[src/rtl/ps2_scancode_rx.sv]
// rtl/ps2_scancode_rx.sv - PS/2 keyboard receiver: pin filtering, frame deserialisation, E0/F0 prefix folding
module ps2_scancode_rx #(
    parameter int FILTER_LEN = 8,
    parameter int TIMEOUT    = 100000
) (
    input  logic       clk,
    input  logic       rst_n,
    input  logic       ps2_clk,
    input  logic       ps2_data,
    output logic [7:0] keycode,
    output logic       key_valid,
    output logic       key_release,
    output logic       key_extended,
    output logic       frame_err
);
    localparam int FW = $clog2(FILTER_LEN + 1);
    localparam int TW = $clog2(TIMEOUT + 1);

    typedef enum logic [1:0] {S_IDLE, S_RECV, S_DONE} state_t;

    logic          clk_s1_q, clk_s2_q, dat_s1_q, dat_s2_q;
    logic          clk_f_q, clk_f_d, dat_f_q, dat_f_d;
    logic [FW-1:0] clk_fcnt_q, clk_fcnt_d, dat_fcnt_q, dat_fcnt_d;
    logic          clk_prev_q;
    logic          fall;
    state_t        state_q, state_d;
    logic [3:0]    bit_cnt_q, bit_cnt_d;
    logic [9:0]    shreg_q, shreg_d;
    logic [TW-1:0] to_cnt_q, to_cnt_d;
    logic          ext_pend_q, ext_pend_d, brk_pend_q, brk_pend_d;
    logic [7:0]    keycode_q, keycode_d;
    logic          key_valid_q, key_valid_d, key_release_q, key_release_d;
    logic          key_extended_q, key_extended_d, frame_err_q, frame_err_d;

    // A filtered line only flips after FILTER_LEN consecutive disagreeing samples.
    always_comb begin
        clk_f_d    = clk_f_q;
        clk_fcnt_d = '0;
        if (clk_s2_q != clk_f_q) begin
            if (clk_fcnt_q == FW'(FILTER_LEN - 1)) clk_f_d = clk_s2_q;
            else clk_fcnt_d = clk_fcnt_q + 1'b1;
        end
        dat_f_d    = dat_f_q;
        dat_fcnt_d = '0;
        if (dat_s2_q != dat_f_q) begin
            if (dat_fcnt_q == FW'(FILTER_LEN - 1)) dat_f_d = dat_s2_q;
            else dat_fcnt_d = dat_fcnt_q + 1'b1;
        end
    end

    assign fall = clk_prev_q & ~clk_f_q;

    always_comb begin
        state_d        = state_q;
        bit_cnt_d      = bit_cnt_q;
        shreg_d        = shreg_q;
        to_cnt_d       = to_cnt_q;
        ext_pend_d     = ext_pend_q;
        brk_pend_d     = brk_pend_q;
        keycode_d      = keycode_q;
        key_release_d  = key_release_q;
        key_extended_d = key_extended_q;
        key_valid_d    = 1'b0;
        frame_err_d    = 1'b0;
        case (state_q)
            S_IDLE: begin
                to_cnt_d = '0;
                if (fall && !dat_f_q) begin
                    state_d   = S_RECV;
                    bit_cnt_d = 4'd0;
                end
            end
            S_RECV: begin
                if (fall) begin
                    // Bits enter at the top so the stop bit ends in [9], parity in [8].
                    shreg_d   = {dat_f_q, shreg_q[9:1]};
                    bit_cnt_d = bit_cnt_q + 4'd1;
                    to_cnt_d  = '0;
                    if (bit_cnt_q == 4'd9) state_d = S_DONE;
                end else if (to_cnt_q == TW'(TIMEOUT - 1)) begin
                    state_d     = S_IDLE;
                    to_cnt_d    = '0;
                    frame_err_d = 1'b1;
                    ext_pend_d  = 1'b0;
                    brk_pend_d  = 1'b0;
                end else begin
                    to_cnt_d = to_cnt_q + 1'b1;
                end
            end
            S_DONE: begin
                state_d = S_IDLE;
                if ((^shreg_q[8:0]) && shreg_q[9]) begin
                    if (shreg_q[7:0] == 8'hE0) begin
                        ext_pend_d = 1'b1;
                    end else if (shreg_q[7:0] == 8'hF0) begin
                        brk_pend_d = 1'b1;
                    end else begin
                        keycode_d      = shreg_q[7:0];
                        key_extended_d = ext_pend_q;
                        key_release_d  = brk_pend_q;
                        key_valid_d    = 1'b1;
                        ext_pend_d     = 1'b0;
                        brk_pend_d     = 1'b0;
                    end
                end else begin
                    frame_err_d = 1'b1;
                    ext_pend_d  = 1'b0;
                    brk_pend_d  = 1'b0;
                end
            end
            default: state_d = S_IDLE;
        endcase
    end

    always_ff @(posedge clk or negedge rst_n) begin
        if (!rst_n) begin
            clk_s1_q       <= 1'b1;
            clk_s2_q       <= 1'b1;
            dat_s1_q       <= 1'b1;
            dat_s2_q       <= 1'b1;
            clk_f_q        <= 1'b1;
            dat_f_q        <= 1'b1;
            clk_fcnt_q     <= '0;
            dat_fcnt_q     <= '0;
            clk_prev_q     <= 1'b1;
            state_q        <= S_IDLE;
            bit_cnt_q      <= 4'd0;
            shreg_q        <= '0;
            to_cnt_q       <= '0;
            ext_pend_q     <= 1'b0;
            brk_pend_q     <= 1'b0;
            keycode_q      <= 8'h00;
            key_valid_q    <= 1'b0;
            key_release_q  <= 1'b0;
            key_extended_q <= 1'b0;
            frame_err_q    <= 1'b0;
        end else begin
            clk_s1_q       <= ps2_clk;
            clk_s2_q       <= clk_s1_q;
            dat_s1_q       <= ps2_data;
            dat_s2_q       <= dat_s1_q;
            clk_f_q        <= clk_f_d;
            dat_f_q        <= dat_f_d;
            clk_fcnt_q     <= clk_fcnt_d;
            dat_fcnt_q     <= dat_fcnt_d;
            clk_prev_q     <= clk_f_q;
            state_q        <= state_d;
            bit_cnt_q      <= bit_cnt_d;
            shreg_q        <= shreg_d;
            to_cnt_q       <= to_cnt_d;
            ext_pend_q     <= ext_pend_d;
            brk_pend_q     <= brk_pend_d;
            keycode_q      <= keycode_d;
            key_valid_q    <= key_valid_d;
            key_release_q  <= key_release_d;
            key_extended_q <= key_extended_d;
            frame_err_q    <= frame_err_d;
        end
    end

    assign keycode      = keycode_q;
    assign key_valid    = key_valid_q;
    assign key_release  = key_release_q;
    assign key_extended = key_extended_q;
    assign frame_err    = frame_err_q;
endmodule

[config.mk]
export PLATFORM = sky130hd
export DESIGN_NAME = ps2_scancode_rx
export DESIGN_NICKNAME = d
export VERILOG_FILES = /design/src/rtl/ps2_scancode_rx.sv
export SDC_FILE = /design/constraint.sdc
export NUM_CORES = 1
export LEC_CHECK = 0
export BUFFER_PORTS_ARGS = -buffer_cell sky130_fd_sc_hd__buf_2
export CORE_ASPECT_RATIO = 0.6
export CORE_MARGIN = 1.5
export CORE_UTILIZATION = 55
export CTS_CLUSTER_DIAMETER = 150
export DETAILED_ROUTE_END_ITERATION = 16
export GPL_TIMING_DRIVEN = 1
export HOLD_SLACK_MARGIN = 0.06
export MAX_ROUTING_LAYER = met4
export PLACE_DENSITY_LB_ADDON = 0.08
export SKIP_LAST_GASP = 1
export SLEW_MARGIN = 20
export SYNTH_ARGS = -nofsm -noshare
export SYNTH_HDL_FRONTEND = slang
export SYNTH_SLANG_ARGS = --single-unit
[constraint.sdc]
create_clock -name clk -period 5.59 [get_ports clk]
set_clock_uncertainty 0.1 [all_clocks]
set_input_delay 0.2795 -clock clk [delete_from_list [all_inputs] [get_ports clk]]
set_output_delay 0.2795 -clock clk [all_outputs]
set_load 0.02 [all_outputs]
==> impl_results.md, run 1 <==
* Share of cells above drive strength 1 at 0.204
* Reg-to-reg critical path endpoint: to_cnt_q[13]
* Data arrival, critical path at 2760 ps
* Worst R2R Path Depth at 6
* Synth warn at 0
* Sink Count at 62
* CP max FO at 13
* Hold Startpoint: clk_s1_q
* Min Hold Slack at 259 ps
* CTS root buf: clkbuf_8
* CTS clock-pin slew for the worst setup and hold paths at 70 ps
* Setup crit end kind: flip-flop
* Setup Slack @ Placement at 3040 ps
* Routability cong. at 0.859
* Clock latency at the later pin of the worst-skew pair at 340 ps
* Initial drt markers at 89
* EDFF count, synth at 0
* Min setup slack post-route at 2950 ps
* Design internal power at 832 uW
* Seq. cell area at 1560 sq um
* Synthesis-to-finish area growth at 11.3%
* Die X at 98.5 um
* Sequential power share at 0.442
* CTS Buffer Depth at 2
* Post-Syn Instances at 279
* Max incr delay on CP at 800 ps
* Chip height at 60.3 um
* Tightest Pin Transition at 1050 ps
* Die area at 5940 sq um
* Vias per cell at 5.55
* DR vias at 2,054
* Max rail drop VDD at 0.000208 V
* Final setup fails at 0
* DRC at 0
* Syn Nets at 296
* DP Area at 3110 sq um
* Clock share of power at 0.326
* Post-synth cell types at 46
* Crit path launch type: flip-flop
* H-tree Lvls at 3
* Pwr Density at 370 nW/um^2
* Starting density of the core at 0.583
* Critical-path cell list: inv_1 > ha_1 > nand2_1 > nor2_1 > nand2_1 > o31ai_1
* Sink of the worst hold path: clk_s2_q
* WP data required at 5710 ps
* Most used cell, CP: nand2_1
* Largest net degree at the start of global routing at 63
* First-pass GRT wire length at 9.54 mm
* RSZ-0062 raised after global routing: no
* Layout Nets at 316
* Tcrit/Tclk final at 0.473
* Kind of critical path: reg2reg
* Total track usage at 0.221
* Ant. Diodes at 0
* Wire per inst at 14.7 um
* Fillers at 408
* Post-route ant nets at 0
* Slowest-stage cell, CP: nor2_1
* Footprint of the multi-input gates at 1320 sq um
* Sw frac at 0.328
* FF+latch count, synth at 62
* Mapped Area at 3010 sq um
* Syn_area_per_cell at 10.8 sq um
* Post-DP HPWL at 3.63 mm
* Post-synthesis sequential area ratio at 0.519
* Pwr Total at 1.24 mW
* Tmin final at 2640 ps
* Top cell family by delay on the critical path: simple AND/OR/NAND/NOR gates
* Final count of hold timing violations at 0
* Worst Hold Class: reg2reg
* Max cap viols at 0
* Final wirelength at 5.44 mm
* Cell area after layout at 3350 sq um
* Vias in the first global route at 1,919
* Comb power frac at 0.232
* First-pass iteration count of the detailed router at 4
* Total CTS buffers at 9
* Max transition margin at 0.299
* Hold Crit Depth at 0
* Core region area at 5150 sq um
* Number of I/O port buffers at 15
* P_sw at 406 uW
* Fmax at 0.378 GHz
* Row count at 20
* Bufs and invs on worst path at 1
* CTS tree: yes
* Reg-to-reg startpoint: state_q[1]
* Setup TNS at 0 ps
* Synth async-reset ratio at 1.00
* Ys flop type: dfrtp_1
* IO Count at 16
* Final global-route overflow total at 0
* # Post-CTS Setup Buffers at 0
* Status: finished clean
* Leakage power at 1.54 nW
* R2R setup slack at 2950 ps
* Initial antenna violation count at 0
* Max-slew violations at 0
final cells by class:
cell class	count	area share
multi-input cells	189	0.394
inverters	18	0.0202
flip-flops and latches	62	0.466
clock buffers	10	0.0411
well taps	66	0.0247
repair buffers	19	0.0336
clock inverters	6	0.0206
placed cells by master, fill, tap and decap left out, types with 2 or more instances in the layout:
cell type | netlist | layout
dfrtp_1 | 55 | 55
inv_1 | 18 | 18
o21ai_0 | 31 | 31
mux2_4 | 9 | 9
xnor2_1 | 6 | 6
o31ai_1 | 2 | 2
or3_1 | 4 | 4
nor2b_1 | 3 | 3
nand2_1 | 26 | 26
clkbuf_8 | 0 | 10
nor3_1 | 9 | 9
mux2_2 | 9 | 9
dfstp_2 | 7 | 7
inv_6 | 0 | 2
a211oi_1 | 3 | 3
nand3_1 | 11 | 11
a31oi_1 | 5 | 5
nand4bb_1 | 2 | 2
nand4_1 | 5 | 5
dlygate4sd3_1 | 0 | 3
nand3b_1 | 2 | 2
nor2_1 | 14 | 14
nand2b_1 | 3 | 3
ha_1 | 13 | 13
a21oi_1 | 10 | 10
buf_2 | 2 | 15
o41ai_1 | 2 | 2
routing by layer:
layer  GRT usage  routed length (um)  vias up
met5           -                   0        -
met4      0.0845                  78        0
met3      0.0678                 240        8
met2       0.282                2120       43
met1       0.322                3010      976
li1            -                   -     1027
power groups by stage:
stage / Combinational [mW] / Clock [mW] / Sequential [mW]
after floorplan: 0.234 / 0 / 0.543
after global routing: 0.329 / 0.439 / 0.554
after detailed placement: 0.284 / 0 / 0.555
after CTS: 0.288 / 0.416 / 0.547
final: 0.288 / 0.404 / 0.547
after global placement: 0.280 / 0 / 0.553
worst max path at each step:
stage / from / endpoint / slack, ps / cells after the start
after floorplan: shreg_q[6] / key_release / 3440 / 7
after global placement: state_q[1] / to_cnt_q[6] / 3210 / 6
after detailed placement: state_q[1] / to_cnt_q[13] / 3040 / 6
after CTS: state_q[1] / to_cnt_q[13] / 3020 / 6
after global routing: state_q[1] / to_cnt_q[13] / 2730 / 6
final: state_q[1] / to_cnt_q[13] / 2950 / 6
cell families after synthesis:
group | share of synthesized area
AND/OR/NAND/NOR | 0.160
flip-flops | 0.519
AO/OA/AOI/OAI | 0.114
buffers and inverters | 0.0433
multiplexers | 0.0819
adder cells (fa/ha/maj) | 0.0541
XOR/XNOR | 0.0279
registers in the layout, indices dropped and copies added (netlist names), 2 cells and up:
register / count
to_cnt_q: 17
shreg_q: 10
keycode: 8
bit_cnt_q: 4
clk_fcnt_q: 4
dat_fcnt_q: 4
state_q: 2
worst register-to-register path: stages (launching register included):
cell	delay (ps)
dfrtp_1	400
inv_1	80
ha_1	360
nand2_1	320
nor2_1	800
nand2_1	150
o31ai_1	320
cell usage after synthesis, types with 2 or more instances:
library cell	count	area share
a211oi_1	3	0.0075
a21oi_1	10	0.017
a31oi_1	5	0.010
buf_2	2	0.0033
buf_6	3	0.011
clkbuf_1	5	0.0062
dfrtp_1	55	0.46
dfstp_2	7	0.061
ha_1	13	0.054
inv_1	18	0.022
mux2_2	9	0.034
mux2_4	9	0.045
nand2_1	26	0.032
nand2b_1	3	0.0062
nand3_1	11	0.018
nand3b_1	2	0.0050
nand4_1	5	0.010
nand4bb_1	2	0.0075
nor2_1	14	0.017
nor2b_1	3	0.0062
nor3_1	9	0.015
o21ai_0	31	0.052
o31ai_1	2	0.0050
o41ai_1	2	0.0058
or3_1	4	0.0083
xnor2_1	6	0.017
per-stage QoR:
stage                util  instances
global placement    0.603        351
finish              0.649        370
global route        0.649        370
floorplan               -        279
CTS                 0.649        370
detailed placement  0.603        351
repair_timing:
item | 4_1_cts | 5_1_grt
hold buffers | 3 | 0
gates resized for setup | 0 | 0
hold endpoints to repair | 57 | 0
Note: power is estimated with default switching activity, not from simulation.
==> inputs of run 2 (changes only) <==
CORE_UTILIZATION = 54   (was 55)
clock period = 2.1 ns   (was 5.59 ns; I/O delays follow)
==> impl_results.md, run 2 (synthesized netlist as in run 1, its figures left out) <==
* Ant. Diodes at 0 (unchanged)
* Cell area after layout at 3720 sq um (+11%)
* Die X at 99.4 um (+0.89%)
* Status: finished, violations left
* Clock latency at the later pin of the worst-skew pair at 330 ps (about the same)
* Final Util at 0.715 (+0.0656)
* DR vias at 2,235 (+8.8%)
* Slowest-stage cell, CP: xnor3_1
* Vias in the first global route at 1,987 (+3.5%)
* P_sw at 1.14 mW (+180%)
* Bufs and invs on worst path at 0 (-1)
* Chip height at 60.8 um (+0.87%)
* Setup TNS at -454 ps (-454 ps)
* Commonest cells after routing, fill and taps aside: dfrtp_1 (55), buf_4 (31), nand2_1 (26), o21ai_0 (26), inv_1 (18)
* Total CTS buffers at 9 (unchanged)
* Final count of hold timing violations at 0 (unchanged)
* First-pass GRT wire length at 9.63 mm (+1.0%)
* Worst Hold Class: in2async
* Synthesis-to-finish area growth at 23.7%
* Final wirelength at 6.00 mm (+10%)
* Max transition margin at 0.583 (+0.284)
* IO Count at 16 (unchanged)
* Total track usage at 0.221 (+0.000637)
* Top cell family by delay on the critical path: XOR/XNOR gates
* Layout Nets at 352 (+11%)
* Tightest Pin Transition at 619 ps (-429 ps)
* DRC at 0 (unchanged)
* Wire per inst at 14.8 um (+0.43%)
* Data arrival, critical path at 2270 ps (-490 ps)
* Sink Count at 62 (unchanged)
* DP Area at 3360 sq um (+7.9%)
* WP data required at 2210 ps (-3500 ps)
* Post-DP HPWL at 4.16 mm (+15%)
* Sequential power share at 0.395 (-0.047)
* Design internal power at 2.53 mW (+200%)
* CTS Buffer Depth at 2 (unchanged)
* CTS tree: yes
* Kind of critical path: reg2reg
* Final global-route overflow total at 0 (unchanged)
* Final setup fails at 11 (+11)
* Setup crit end kind: flip-flop
* Vias per cell at 5.50 (-0.84%)
* Setup Slack @ Placement at -178 ps (-3210 ps)
* Failing checks: setup timing
* Leakage power at 1.76 nW (+14%)
* R2R setup slack at -50 ps (-3000 ps)
* CTS root buf: clkbuf_8
* Tcrit/Tclk final at 1.03 (+0.553)
* Max cap viols at 0 (unchanged)
* Most common cell after layout, fill and taps aside: dfrtp_1
* CTS clock-pin slew for the worst setup and hold paths at 70 ps (about the same)
* Critical Path Sink: keycode[5]
* Starting density of the core at 0.578 (-0.00561)
* Share of cells above drive strength 1 at 0.318 (+0.114)
* Initial antenna violation count at 0 (unchanged)
* Min setup slack post-route at -54.7 ps (-3000 ps)
* Min Hold Slack at 206 ps (-52.8 ps)
* Max rail drop VDD at 0.000496 V (+140%)
* Core region area at 5200 sq um (+0.97%)
* RSZ-0062 raised after global routing: yes
* Max incr delay on CP at 410 ps (-390 ps)
* Pwr Density at 984 nW/um^2 (+170%)
* Worst R2R Path Depth at 6 (unchanged)
* Fin cells at 406 (+9.7%)
* Initial drt markers at 128 (+44%)
* Fmax at 0.464 GHz (+23%)
* CP max FO at 11 (-2)
* Routability cong. at 0.849 (-1.1%)
* Reg-to-reg startpoint: shreg_q[7]
* First-pass iteration count of the detailed router at 5 (+1)
* Placed cells at 382 (+8.8%)
* Comb power frac at 0.300 (+0.068)
* Crit path launch type: flip-flop
* Number of I/O port buffers at 15 (unchanged)
* Critical-path cell list: ha_1 > xnor3_1 > xnor2_2 > and3_4 > nand2_8 > mux2_4
* Reg-to-reg critical path endpoint: keycode[5]
* Pwr Total at 3.66 mW (+200%)
* Setup crit start: shreg_q[7]
* Row count at 20 (unchanged)
* Die area at 6040 sq um (+1.8%)
* Max-slew violations at 0 (unchanged)
* Post-route ant nets at 0 (unchanged)
* H-tree Lvls at 3 (unchanged)
* Sw frac at 0.310 (-0.0177)
* Tmin final at 2150 ps (-489 ps)
* CP Depth at 6 (unchanged)
* Largest net degree at the start of global routing at 63 (unchanged)
* Reg with most FFs: to_cnt_q
* Clock share of power at 0.305 (-0.021)
* Number of flip-flops in the largest register at 17 (unchanged)
-- run 2: power by group through the flow --
stage | sequential, mW | clock, mW | combinational (mW)
5_1_grt | 1.46 | 1.19 | 1.22
3_3_place_gp | 1.46 | 0 | 0.905
6_report | 1.45 | 1.12 | 1.10
2_1_floorplan | 1.44 | 0 | 0.623
3_5_place_dp | 1.47 | 0 | 0.922
4_1_cts | 1.45 | 1.14 | 0.932
-- run 2: worst min path at each step --
stage,startpoint,end,slack (ps)
floorplan,rst_n,bit_cnt_q[0],-290
global placement,rst_n,to_cnt_q[11],40
detailed placement,rst_n,to_cnt_q[11],40
CTS,rst_n,frame_err,220
global route,rst_n,to_cnt_q[11],260
finish,rst_n,to_cnt_q[11],210
-- run 2: final cells by class --
cell class	count	area, sq um
Sequential cell	62	1560
Fill cell	398	1480
Multi-Input combinational cell	189	1380
Timing Repair Buffer	55	414
Clock buffer	10	128
Clock inverter	6	86.3
Tap cell	66	82.6
Inverter	18	67.6
-- run 2: metal layers --
| layer | GRT usage | part of all wire | up-vias |
|---|---|---|---|
| met4 | 0.0604 | 0.0067 | 0 |
| met2 | 0.280 | 0.39 | 57 |
| met3 | 0.0645 | 0.065 | 6 |
| met1 | 0.336 | 0.54 | 1076 |
| met5 | - | 0 | - |
| li1 | - | - | 1096 |
-- run 2: repair_timing --
item | CTS | global route
hold endpoints to repair | 64 | 0
buffers inserted | 1 | 3
setup endpoints to repair | 11 | 25
gates resized for setup | 3 | 24
hold buffers | 3 | 0
cloned | 0 | 1
pin swaps | 1 | 8
-- run 2: worst reg2reg max path: stages, from the launching register on --
cell and delay [ps]:
dfrtp_1 390, ha_1 270, xnor3_1 410, xnor2_2 160, and3_4 250, nand2_8 110, mux2_4 350
==> inputs of run 3 (changes only) <==
PLACE_DENSITY = 0.75   (was not set)
PLACE_DENSITY_LB_ADDON = not set   (was 0.08)
==> impl_results.md, run 3 (synthesized netlist as in run 1, its figures left out) <==
* Max-slew violations at 0 (unchanged)
* Pwr Total at 3.50 mW (-4.5%)
* Failing checks: setup timing
* Number of flip-flops in the largest register at 17 (unchanged)
* Clock share of power at 0.299 (-0.006)
* Tmin final at 2210 ps (+55.2 ps)
* Sink Count at 62 (unchanged)
* IO Count at 16 (unchanged)
* Sw frac at 0.316 (+0.00582)
* Sequential power share at 0.416 (+0.021)
* Worst Hold Class: in2async
* Final wirelength at 6.16 mm (+2.7%)
* H-tree Lvls at 3 (unchanged)
* Cell area after layout at 3670 sq um (-1.3%)
* Wire per inst at 15.3 um (+3.5%)
* Share of cells above drive strength 1 at 0.291 (-0.0268)
* Total track usage at 0.226 (+0.00446)
* Setup crit end kind: flip-flop
* Row count at 20 (unchanged)
* Number of I/O port buffers at 15 (unchanged)
* Pwr Density at 952 nW/um^2 (-3.3%)
* Die X at 99.4 um (unchanged)
* Post-route ant nets at 0 (unchanged)
* Min setup slack post-route at -110 ps (-55.2 ps)
* CTS clock-pin slew for the worst setup and hold paths at 70 ps (about the same)
* DR vias at 2,263 (+1.3%)
* Crit path launch type: flip-flop
* CP max FO at 5 (-6)
* Die area at 6040 sq um (unchanged)
* Fmax at 0.453 GHz (-2.5%)
* Initial antenna violation count at 0 (unchanged)
* Placed cells at 378 (-1.0%)
* Starting density of the core at 0.578 (unchanged)
* Worst R2R Path Depth at 7 (+1)
* Commonest cells after routing, fill and taps aside: dfrtp_1 (55), o21ai_0 (30), buf_4 (29), nand2_1 (26), inv_1 (18)
* Fillers at 364 (-8.5%)
* Largest net degree at the start of global routing at 63 (unchanged)
* R2R setup slack at -110 ps (-60 ps)
* Final global-route overflow total at 0 (unchanged)
* Setup crit start: shreg_q[1]
* RSZ-0062 raised after global routing: yes
* Leakage power at 1.74 nW (-1.3%)
* First-pass GRT wire length at 9.96 mm (+3.4%)
* Total CTS buffers at 9 (unchanged)
* Critical Path Sink: keycode[1]
* Status: finished, violations left
* Final count of hold timing violations at 0 (unchanged)
* Max rail drop VDD at 0.000712 V (+43%)
* Chip height at 60.8 um (unchanged)
* Vias in the first global route at 2,086 (+5.0%)
* Setup Slack @ Placement at -180 ps (-1.80 ps)
* Fin cells at 403 (-0.74%)
* P_sw at 1.11 mW (-2.7%)
* Ant. Diodes at 0 (unchanged)
* Post-DP HPWL at 3.95 mm (-5.0%)
* Clock latency at the later pin of the worst-skew pair at 330 ps (about the same)
* Setup TNS at -1160 ps (-707 ps)
* DP Area at 3330 sq um (-0.89%)
* Final setup fails at 12 (+1)
* Reg-to-reg startpoint: shreg_q[1]
* Design internal power at 2.39 mW (-5.3%)
* CTS tree: yes
* CTS root buf: clkbuf_8
* Kind of critical path: reg2reg
* Initial drt markers at 240 (+88%)
* Max cap viols at 0 (unchanged)
* Tightest Pin Transition at 659 ps (+40.1 ps)
* Reg with most FFs: to_cnt_q
* Most common cell after layout, fill and taps aside: dfrtp_1
* Tcrit/Tclk final at 1.05 (+0.0263)
* Vias per cell at 5.62 (+2.0%)
* Data arrival, critical path at 2330 ps (+60 ps)
* Reg-to-reg critical path endpoint: keycode[1]
* WP data required at 2220 ps (about the same)
* First-pass iteration count of the detailed router at 4 (-1)
* Max transition margin at 0.558 (-0.0253)
* CTS Buffer Depth at 2 (unchanged)
* Core region area at 5200 sq um (unchanged)
* Synthesis-to-finish area growth at 22.1%
* Routability cong. at 0.841 (-0.99%)
* Comb power frac at 0.285 (-0.015)
* DRC at 0 (unchanged)
* Layout Nets at 349 (-0.85%)
==> run 3: cell count changes in the layout (fill, tap and decap cells not counted), sizes merged <==
cell	before	now
bufinv	2	1
buf	52	48
clkinv	3	1
nand2	27	28
clkbuf	10	13
==> run 3: worst min-delay path by stage <==
| stage | endpoint | cells past startpoint |
|---|---|---|
| finish | to_cnt_q[12] | 3 |
| global route | key_release | 3 |
| CTS | key_release | 3 |
| detailed placement | bit_cnt_q[3] | 2 |
| global placement | bit_cnt_q[3] | 2 |
| floorplan | bit_cnt_q[0] | 0 |
==> run 3: worst max-delay path, cell delays in order (launching register included) <==
cell and delay [ps]:
dfrtp_1 360, inv_1 60, ha_1 270, xnor3_1 420, xnor2_2 170, and3_4 290
nand2_4 100, mux2_4 330
==> run 3: power by group through the flow <==
stage	registers, mW	clock network, mW	logic, mW
6_report	1.45	1.05	0.996
5_1_grt	1.47	1.13	1.10
4_1_cts	1.45	1.07	0.931
3_5_place_dp	1.47	0	0.907
3_3_place_gp	1.46	0	0.871
2_1_floorplan	1.44	0	0.623
==> run 3: per-stage QoR <==
step                hold WS [ps]  utilization
detailed placement          35.7        0.639
floorplan                   -291            -
finish                       214        0.706
global placement            38.1        0.639
CTS                          222        0.694
global route                 239        0.706
==> run 3: repair_timing <==
item | in CTS | in global routing
resized for setup | 6 | 8
endpoints found under the hold margin | 64 | 0
buffers inserted | 2 | 2
cloned | 1 | 1
hold buffers | 3 | 0
setup endpoints to repair | 11 | 15
pin swaps | 2 | 9
==> run 3: layer usage <==
layer,global-route usage,vias to the layer above,wire length [um]
li1,-,1100,-
met1,0.321,1084,3060
met2,0.312,75,2650
met3,0.0691,4,422
met4,0.0624,0,32
met5,-,-,0
==> run 3: layout make-up <==
cell class	instances	area, sq um	share of cell area
tap	66	82.6	0.0225
inverter	18	67.6	0.0184
clock buffer	13	159	0.0433
timing repair buffer	51	370	0.101
multi-input combinational	190	1390	0.379
sequential	62	1560	0.425
clock inverter	3	42.5	0.0116
